[src/rtl/alu_cmd_sequencer.sv]
`default_nettype none
// +--------------------------------------------------------------------------+
// | alu_cmd_sequencer: valid/ready command sequencer feeding an 8-bit ALU,   |
// | with a 4-entry operand register file and result counter.  Rev 1.0        |
// +--------------------------------------------------------------------------+
module alu_cmd_sequencer #(
  parameter int WIDTH = 8,
  parameter int OPW   = 4,
  parameter int NREG  = 4
) (
  input  logic             clk,
  input  logic             rst,
  input  logic             cmd_valid,
  output logic             cmd_ready,
  input  logic             cmd_load,
  input  logic [OPW-1:0]   cmd_op,
  input  logic [1:0]       cmd_src_a,
  input  logic [1:0]       cmd_src_b,
  input  logic [1:0]       cmd_dst,
  input  logic [WIDTH-1:0] cmd_imm,
  output logic [WIDTH-1:0] alu_a,
  output logic [WIDTH-1:0] alu_b,
  output logic [OPW-1:0]   alu_cl,
  input  logic [WIDTH-1:0] alu_out,
  output logic             res_valid,
  input  logic             res_ready,
  output logic [WIDTH-1:0] res_data,
  output logic [1:0]       res_dst,
  output logic [7:0]       res_count
);

  typedef enum logic [1:0] {
    IDLE = 2'd0,
    EXEC = 2'd1,
    RESP = 2'd2
  } state_t;

  state_t           state_q, state_d;
  logic [WIDTH-1:0] regs_q [NREG];
  logic [WIDTH-1:0] regs_d [NREG];
  logic [WIDTH-1:0] alu_a_q, alu_a_d;
  logic [WIDTH-1:0] alu_b_q, alu_b_d;
  logic [OPW-1:0]   alu_cl_q, alu_cl_d;
  logic [1:0]       dst_q, dst_d;
  logic [WIDTH-1:0] res_data_q, res_data_d;
  logic [1:0]       res_dst_q, res_dst_d;
  logic [7:0]       res_count_q, res_count_d;

  always_comb begin
    state_d     = state_q;
    regs_d      = regs_q;
    alu_a_d     = alu_a_q;
    alu_b_d     = alu_b_q;
    alu_cl_d    = alu_cl_q;
    dst_d       = dst_q;
    res_data_d  = res_data_q;
    res_dst_d   = res_dst_q;
    res_count_d = res_count_q;
    case (state_q)
      IDLE: begin
        if (cmd_valid) begin
          if (cmd_load) begin
            regs_d[cmd_dst] = cmd_imm;
            res_data_d      = cmd_imm;
            res_dst_d       = cmd_dst;
            state_d         = RESP;
          end else begin
            // Sources are sampled here, so src == dst sees the pre-op value.
            alu_a_d  = regs_q[cmd_src_a];
            alu_b_d  = regs_q[cmd_src_b];
            alu_cl_d = cmd_op;
            dst_d    = cmd_dst;
            state_d  = EXEC;
          end
        end
      end
      EXEC: begin
        regs_d[dst_q] = alu_out;
        res_data_d    = alu_out;
        res_dst_d     = dst_q;
        state_d       = RESP;
      end
      RESP: begin
        if (res_ready) begin
          res_count_d = res_count_q + 8'd1;
          state_d     = IDLE;
        end
      end
      default: state_d = IDLE;
    endcase
  end

  always_ff @(posedge clk) begin
    if (rst) begin
      state_q     <= IDLE;
      for (int i = 0; i < NREG; i++) regs_q[i] <= '0;
      alu_a_q     <= '0;
      alu_b_q     <= '0;
      alu_cl_q    <= '0;
      dst_q       <= '0;
      res_data_q  <= '0;
      res_dst_q   <= '0;
      res_count_q <= '0;
    end else begin
      state_q     <= state_d;
      regs_q      <= regs_d;
      alu_a_q     <= alu_a_d;
      alu_b_q     <= alu_b_d;
      alu_cl_q    <= alu_cl_d;
      dst_q       <= dst_d;
      res_data_q  <= res_data_d;
      res_dst_q   <= res_dst_d;
      res_count_q <= res_count_d;
    end
  end

  assign cmd_ready = (state_q == IDLE);
  assign res_valid = (state_q == RESP);
  assign alu_a     = alu_a_q;
  assign alu_b     = alu_b_q;
  assign alu_cl    = alu_cl_q;
  assign res_data  = res_data_q;
  assign res_dst   = res_dst_q;
  assign res_count = res_count_q;

endmodule
`default_nettype wire

[config.mk]
export PLATFORM = sky130hd
export DESIGN_NAME = alu_cmd_sequencer
export DESIGN_NICKNAME = d
export VERILOG_FILES = /design/src/rtl/alu_cmd_sequencer.sv
export SDC_FILE = /design/constraint.sdc
export NUM_CORES = 1
export LEC_CHECK = 0
export BUFFER_PORTS_ARGS = -buffer_cell sky130_fd_sc_hd__buf_2
export CORE_MARGIN = 2
export CORE_UTILIZATION = 50
export DETAILED_ROUTE_END_ITERATION = 10
export PLACE_DENSITY_LB_ADDON = 0.3
export SKIP_CTS_REPAIR_TIMING = 1
export SLEW_MARGIN = 20
export SYNTH_ARGS = -nofsm -noshare
export SYNTH_HDL_FRONTEND = slang
export SYNTH_SLANG_ARGS = --single-unit
export TNS_END_PERCENT = 30
[constraint.sdc]
create_clock -name clk -period 2.1 [get_ports clk]
set_input_delay 0 -clock clk [delete_from_list [all_inputs] [get_ports clk]]
set_output_delay 0 -clock clk [all_outputs]
set_load 0.02 [all_outputs]
After elaboration in Yosys (flattened, before gate mapping)
Cells that the tools add are included.

storage, ports and cells
  bits in latches = 0
  bits of input ports = 31
  word-level logic and storage cells = 62
  register bits after elaboration = 74
  output and inout bits = 40
  memories kept = 0
  bits in writable memories = 0
  bits in read-only memories = 0

cells by class
  bitwise gates (word level) = 5
  shift operators = 0
  $add $sub $neg = 1
  multipliers = 0
  order comparisons = 6
  muxes and demuxes = 25
  eq/ne operators = 5
  div/mod/pow operators = 0
  reductions and logical operators = 8

operator list
  cell                 count
  $bwmux 32            2
  $mux 32              2
  $mux 8               8
  $pmux 32 s2          1
  $bmux 8 s2           2
  $demux 8 s2          2
  $pmux 8 s2           1
  $ge 3x3->1 const B   4
  $not 2->3            4
  $mux 2               5
  $add 8x1->8 const B  1
  $lt 3x1->1 const B   2
  $pmux 2 s3           1
  $reduce_and 3->1     2
  $ne 2x1->1 const B   2
  $pmux 2 s2           1
  $reduce_and 2->1     2
  $eq 2x1->1 const B   1
  $eq 2x2->1 const B   1
  $logic_and 1x1->1    2
  $logic_not 2->1      1
  $ne 2x2->1 const B   1
  $reduce_bool 2->1    1
  $not 1->1            1

Depth between registers and ports, before layout
Gate-level depths: netlist of the first run.

  word-level depth = 9
  depth in mapped cells = 6
  depth with buffers taken out = 4

Worst setup path before layout of the first run
OpenSTA, ideal clock, no wires.

  path kind = reg-to-reg
  from = reg dst_q[1]
  to = reg regs_q[28] in the netlist's numbering
  cell stages (with the launch flop) = 6
  arrival time = 1.325 ns
  path buffers = 2
  setup slack = 0.623 ns
  path through = dfxtp_1 > buf_2 > or4b_1 > buf_2 > o22ai_1 > a221oi_2

on the way
  cells in the longest elaborated chain, start to end = 7
  elaborated cells on any way between the ends = 8
  those cells by class = order compare: 2; mux: 4; bitwise: 1; reduce/logical: 1

ends and longest elaborated chain
  element                                                         line  source
  start, declared                                                 44    logic [1:0] dst_q, dst_d;
  start signal, assigned                                          110   dst_q <= dst_d;
  $not 2->3 (not written as such) *                               78    regs_d[dst_q] = alu_out;
  $ge 3x3->1 (not written as such) or $lt 3x1->1 (tied branches)  78
  $logic_and 1x1->1 (not written as such)                         78
  $mux 8 (not written as such)                                    78
  $demux 8 s2 *                                                   78
  $bwmux 32 *                                                     78
  $pmux 32 s2 *                                                   59    case (state_q)
  end signal, assigned                                            106   regs_q <= regs_d;
  end, declared                                                   39    logic [WIDTH-1:0] regs_q [NREG];

Every way passes the cells marked *; elsewhere a longest branch is shown, timed or not.
A chain may end at the register's enable or synchronous reset.

Worst setup path after layout of the first run
  from = reg state_q[0]
  to = reg regs_q[1] in the netlist's numbering

on the way
  cells in the longest elaborated chain, start to end = 3
  elaborated cells on any way between the ends = 7
  those cells by class = eq/ne: 3; mux: 1; reduce/logical: 3

ends and longest elaborated chain
  element                                                    line  source
  start, declared                                            38    state_t state_q, state_d;
  start signal, assigned                                     105   state_q <= state_d;
  $logic_not 2->1 or $eq 2x1->1 (tied branches)              59
  $ne 2x1->1 (no source line), or another cell as far along  -
  $reduce_and 3->1 (no source line)                          -

Parallel ways exist; a longest one is shown, timed or not.

==> results of run 1 <==
area by class of cell:
| type | count | area (um^2) |
|---|---|---|
| fill | 691 | 3100 |
| multi-input combinational | 298 | 2280 |
| sequential | 74 | 1480 |
| timing repair buffer | 92 | 558 |
| clock buffer | 14 | 163 |
| tap | 102 | 128 |
| clock inverter | 2 | 35.0 |
| inverter | 4 | 15.0 |
layer usage:
layer,track usage (%),up-vias,wire length (um)
met5,0,-,0
met4,7.97,0,150
met3,4.25,18,742
met2,37.6,152,4970
met1,34.4,1737,4700
li1,-,1715,-
state kept, by name, indices dropped and copies added, names as in the netlist:
register and flops:
alu_a 8, alu_b 8, alu_cl 4, dst_q 2
regs_q 32, res_count 8, res_data 8, res_dst 2
state_q 2
cell usage after synthesis (all sizes together):
cell type	count
dfxtp	74
nand2	46
nor2	40
a21oi	36
buf	33
nand3	33
a221oi	32
o22ai	32
clkbuf	18
mux4	16
mux2i	11
a311oi	10
or2	5
inv	4
nor2b	4
nand4b	3
nand4bb	3
and4bb	2
nand2b	2
nor4b	2
o21ai	2
o31ai	2
or3	2
or4	2
or4b	2
a21o	1
a22oi	1
and2	1
and4b	1
ha	1
mux2	1
nand3b	1
nand4	1
nor4	1
xnor2	1
xor2	1
power by group through the flow:
stage	logic, mW	clock network (mW)	registers, mW
2_1_floorplan	0.337	0	1.56
3_3_place_gp	0.482	0	1.55
3_5_place_dp	0.490	0	1.55
4_1_cts	0.492	1.14	1.52
5_1_grt	0.553	1.20	1.53
6_report	0.513	1.13	1.52
final timing paths:
check,to,from,slack [ps]
max,regs_q[1],state_q[0],210
min,regs_q[9],cmd_imm[1],-10
min reg2reg,alu_a[5],alu_a[5],450
max reg2reg,regs_q[1],state_q[0],210
per-stage QoR:
| step | instances | hold slack, ps | worst slack [ps] | power (mW) |
|---|---|---|---|---|
| 3_5_place_dp | 558 | 254 | 240 | 2.04 |
| 2_1_floorplan | 427 | 136 | 623 | 1.90 |
| 6_report | 586 | -12.1 | 212 | 3.17 |
| 3_3_place_gp | 558 | 242 | 320 | 2.03 |
| 4_1_cts | 574 | -109 | 227 | 3.15 |
| 5_1_grt | 586 | 4.83 | 105 | 3.28 |
cell families (layout without fill, tap and decap cells):
family | count (synthesis) | after routing
AOI/OAI and AO/OA | 116 | 116
buffers and inverters | 55 | 112
xor gates and xnor gates | 2 | 2
and+or+nand+nor | 151 | 151
DFF | 74 | 74
muxes | 28 | 28
adders and majority gates | 1 | 1
cells in the final DEF (no fill, tap or decap), types with 3 or more instances in the layout:
cell type / synthesis / layout
clkbuf_1: 18 / 3
buf_4: 4 / 9
clkbuf_8: 0 / 11
inv_1: 4 / 4
dlygate4sd3_1: 0 / 12
a311oi_1: 10 / 10
a21oi_1: 36 / 36
or2_1: 5 / 5
dfxtp_1: 74 / 74
nand3_1: 33 / 33
nor2b_1: 4 / 4
o22ai_1: 32 / 32
mux2i_1: 11 / 11
mux4_2: 16 / 16
nor2_1: 40 / 40
a221oi_2: 32 / 32
nand4bb_1: 3 / 3
nand2_1: 46 / 46
buf_2: 17 / 70
worst max-delay path, cell delays in order, from the launching register on:
cell,delay [ps]
dfxtp_1,470
nand4b_2,500
or2_1,520
a221oi_2,300
==> impl_results.md, run 1 <==
* Unrepaired setup endpoints after global routing: false
* Syn_area_per_cell at 9.44 um^2
* TNS Setup at 0 ps
* Max Slew Vio Count at 0
* Slew headroom at 59.8%
* Crit start category: register
* Tightest Pin Transition at 602 ps
* Floorplan row count at 32
* Post-synthesis sequential area ratio at 36.8%
* Final Cycle Share at 89.9%
* Setup crit end kind: register
* Nets at 511
* CTS Sinks at 74
* Largest family of logic cells by synthesized area: compound AO/OA/AOI/OAI gates
* Pre-antenna DRT Iters at 5
* Setup Viol. Count Final at 0
* H-tree depth at 3
* Routed Antenna Nets at 0
* CTS tree: built
* Number of synthesized register bits at 74
* Fin area at 4660 um^2
* Largest cells by area after synthesis: dfxtp_1, a221oi_2, mux4_2
* Max_cap viols at 0
* Post-Syn Area at 4030 um^2
* Layout cell share with drive strength beyond 1 at 30.2%
* Max Buffers Root-to-Sink at 2
* Routed wire length per instance at 18.0 um
* Core ar. at 7770 um^2
* Post-synthesis xor/xnor area fraction at 0.435%
* Initial DRC count at 262
* Routed WL at 10.6 mm
* Residual DRC at 0
* Endpoints failing hold at 4
* Post-synthesis adder-cell area fraction at 0.310%
* Cell internal pwr at 2.29 mW
* Final Skew at 8.88 ps
* Seq pwr share at 48.0%
* P_sw at 0.880 mW
* Area leader, netlist: dfxtp_1
* Final Util at 60.0%
* Hold slack final at -12.1 ps
* Hold Path Class: input pin to register
* Final Critical Period at 1890 ps
* Post-synth top area share at 36.8%
* Ys Warns at 0
* Port-buffer cells at 70
* Ports at 71
* Compound-Gate Fraction of Synth Area at 24.5%
* Root Buffer: clkbuf_8
* Sw frac at 27.8%
* Initial cell density of the core at 51.9%
* Syn Nets at 459
* Post-Syn Instances at 427
* Routability-driven placement congestion ratio at 0.986
* Global route overflow at 0
* Leak Pwr at 1.73 nW
* Largest net degree at the start of global routing at 43
* Failing checks: hold timing
* DP HPWL at 7.54 mm
* Total CTS buffers at 9
* DIE HEIGHT at 93.8 um
* Clock Latency Late Sink at 350 ps
* Maximum vdd drop at 0.333 mV
* WP data required at 2360 ps
* Global-route wire length before repair at 16.9 mm
* Post-synth cell types at 41
* Die Width at 93.8 um
* Initial antenna violation count at 0
* Synth-to-layout area growth at 15.7%
* Hold path depth at 3
* Post-Place Cell Area at 4350 um^2
* Critical path class: register to register
* Mux contribution to synthesized area at 12.0%
* Total track usage at 24.3%
* Routed vias at 3622
* Clock Power Share at 35.8%
* Synth Area in Simple Gates at 19.4%
* Logic pwr share at 16.2%
* Ant diodes at 0
* Vias in the first global route at 3377
* Power Dens Cells at 679 nW/um^2
* Depth of the worst register-to-register path at 3
* Worst-path maximum fanout at 18
* Die area at 8790 um^2
* Fmax at 530 MHz
* Reg clk slew, reported paths at 70 ps
* Status: complete, but fails checks
* Crit path arrival time at 2150 ps
* Vias/cell at 6.18
No activity file was read; power rests on OpenSTA's default activity.
==> inputs of run 2 (changes only) <==
--- a/config.mk
+++ b/config.mk
@@ -7,7 +7,7 @@
 export LEC_CHECK = 0
 export BUFFER_PORTS_ARGS = -buffer_cell sky130_fd_sc_hd__buf_2
 export CORE_MARGIN = 2
-export CORE_UTILIZATION = 50
+export CORE_UTILIZATION = 35
 export DETAILED_ROUTE_END_ITERATION = 10
 export PLACE_DENSITY_LB_ADDON = 0.3
 export SKIP_CTS_REPAIR_TIMING = 1
==> constraint.sdc (replaced) <==
create_clock -name clk -period 2.08 [get_ports clk]
set_input_delay 0 -clock clk [delete_from_list [all_inputs] [get_ports clk]]
set_output_delay 0 -clock clk [all_outputs]
set_load 0.02 [all_outputs]
==> run 2 against run 1 <==
  * The run still ends with hold timing left
  * Count of clock-buffer cells in the layout is 3 lower
  * Sequential share of layout area is 1.1 points lower
  * Via count is 1.8% lower
  * Routed wire length is 6.7% higher
  * Sequential power hardly changed
  * Register-to-register slack hardly changed
==> impl_results.md, run 2 (synthesized netlist as in run 1, its figures left out) <==
* Final Util at 42.6% (-17 points)
* DIE HEIGHT at 111 um (+19%)
* Hold path depth at 3 (unchanged)
* Final WS setup at 220 ps (+8.12 ps)
* Crit path arrival time at 2110 ps (-40 ps)
* CP max stage cell: or2_1
* R2R Path End: regs_q[7]
* Maximum vdd drop at 0.420 mV (+26%)
* Final Cycle Share at 89.4% (-0.49 points)
* Crit-path leading delay family: simple AND/OR/NAND/NOR gates
* Critical path class: register to register
* Power Dens Cells at 775 nW/um^2 (+14%)
* Hold Path Sink: dst_q[1]
* Fin area at 4820 um^2 (+3.4%)
* Port-buffer cells at 70 (unchanged)
* Root Buffer: clkbuf_16
* Dpl cells at 601 (+7.7%)
* Failing checks: hold timing
* Largest Register: regs_q
* Endpoints failing hold at 1 (-3)
* Hold Path Class: input pin to register
* WP data required at 2330 ps (-30 ps)
* CP bufs+invs at 0 (unchanged)
* Slew headroom at 52.8% (-7.0 points)
* Residual DRC at 0 (unchanged)
* Fmax at 538 MHz (+1.5%)
* Depth of the worst register-to-register path at 3 (unchanged)
* CTS tree: built
* Max Buffers Root-to-Sink at 2 (unchanged)
* Max Slew Vio Count at 0 (unchanged)
* Setup slack, reg-to-reg at 220 ps (about the same)
* Floorplan row count at 39 (+22%)
* R2R Path Start: state_q[0]
* Worst-path maximum fanout at 18 (unchanged)
* Most common cell after layout, fill and taps aside: dfxtp_1
* Routability-driven placement congestion ratio at 0.917 (-7.0%)
* Post-Place Cell Area at 4430 um^2 (+2.0%)
* Fillcell total at 1115 (+61%)
* Die area at 12400 um^2 (+41%)
* Commonest non-fill, non-tap cells in the layout: dfxtp_1, buf_2, nand2_1, nor2_1, a21oi_1
* Global route overflow at 0 (unchanged)
* Die Width at 111 um (+19%)
* Initial DRC count at 218 (-17%)
* Setup Viol. Count Final at 0 (unchanged)
* H-tree depth at 3 (unchanged)
* Leak Pwr at 1.79 nW (+3.1%)
* Worst path cell trace: nand4b_2, or2_1, a221oi_2
* Synth-to-layout area growth at 19.7%
* Crit start category: register
* Status: complete, but fails checks
* Hold Startpoint: cmd_dst[1]
* Initial antenna violation count at 0 (unchanged)
* Tightest Pin Transition at 709 ps (+106 ps)
* TNS Setup at 0 ps (unchanged)
* Global-route wire length before repair at 18.1 mm (+6.9%)
* Pre-antenna DRT Iters at 5 (unchanged)
* Ports at 71 (unchanged)
* Max_cap viols at 0 (unchanged)
* Total CTS buffers at 9 (unchanged)
* Routed wire length per instance at 18.0 um (+0.18%)
* Largest net degree at the start of global routing at 58 (+35%)
* Initial cell density of the core at 35.6% (-16 points)
* Final Skew at 3.34 ps (-5.54 ps)
* Largest register FFs at 32 (unchanged)
* Vias in the first global route at 3399 (+0.65%)
* Routed Antenna Nets at 0 (unchanged)
* Nets at 508 (-0.59%)
* Hold slack final at -10.4 ps (+1.72 ps)
* Reg clk slew, reported paths at 60 ps (about the same)
* Total track usage at 18.3% (-6.1 points)
* Unrepaired setup endpoints after global routing: false
* Core ar. at 11300 um^2 (+46%)
* CTS Sinks at 74 (unchanged)
* Worst slack, placed at 218 ps (-21.9 ps)
* Design Power at 3.74 mW (+18%)
* Ant diodes at 0 (unchanged)
* Vias/cell at 5.70 (-7.8%)
* CP max stage delay at 510 ps (about the same)
* Fin cells at 624 (+6.5%)
* Routed vias at 3556 (-1.8%)
* Setup crit end kind: register
* Clock Latency Late Sink at 330 ps (-20 ps)
* Layout cell share with drive strength beyond 1 at 31.2% (+1.0 points)
* Routed WL at 11.3 mm (+6.7%)
* Final Critical Period at 1860 ps (-28.1 ps)
* DP HPWL at 8.17 mm (+8.4%)
## run 2: changes by cell type in the layout (fill, tap and decap cells not counted), moves of 2 or more
cell,before,now
clkbuf_8,11,1
clkbuf_16,0,9
dlygate4sd3_1,12,7
clkbuf_1,3,1
## run 2: worst register-to-register path, stage by stage, from the launching register on
cell      delay, ps
dfxtp_1         480
nand4b_2        480
or2_1           510
a221oi_2        300
## run 2: final cells by class
type	count	area (um^2)	share of cell area (%)
clock buffers	11	243	5.03
well taps	143	179	3.71
flip-flops and latches	74	1480	30.7
inverters	4	15.0	0.311
clock inverters	5	77.6	1.61
multi-input cells	298	2290	47.5
repair buffers	89	536	11.1
## run 2: power breakdown
| group | leakage (nW) | internal [mW] | switching, mW |
|---|---|---|---|
| sequential | 0.602 | 1.48 | 0.0561 |
| clock | 0.156 | 1.08 | 0.599 |
| combinational | 1.03 | 0.213 | 0.312 |
## run 2: layer usage
layer / GRT usage (%) / wire length [um]
met2: 30.1 / 5470
met3: 4.37 / 685
met5: 0 / 0
met4: 6.67 / 177
met1: 23.4 / 4930
## run 2: how the worst max path moves through the flow
stage	cells past startpoint	to	startpoint	slack [ps]
3_3_place_gp	3	regs_q[6]	state_q[0]	290
6_report	3	regs_q[7]	state_q[0]	220
4_1_cts	3	regs_q[6]	state_q[0]	200
3_5_place_dp	3	regs_q[6]	state_q[0]	220
2_1_floorplan	5	regs_q[28]	dst_q[1]	600
5_1_grt	3	regs_q[0]	state_q[0]	50
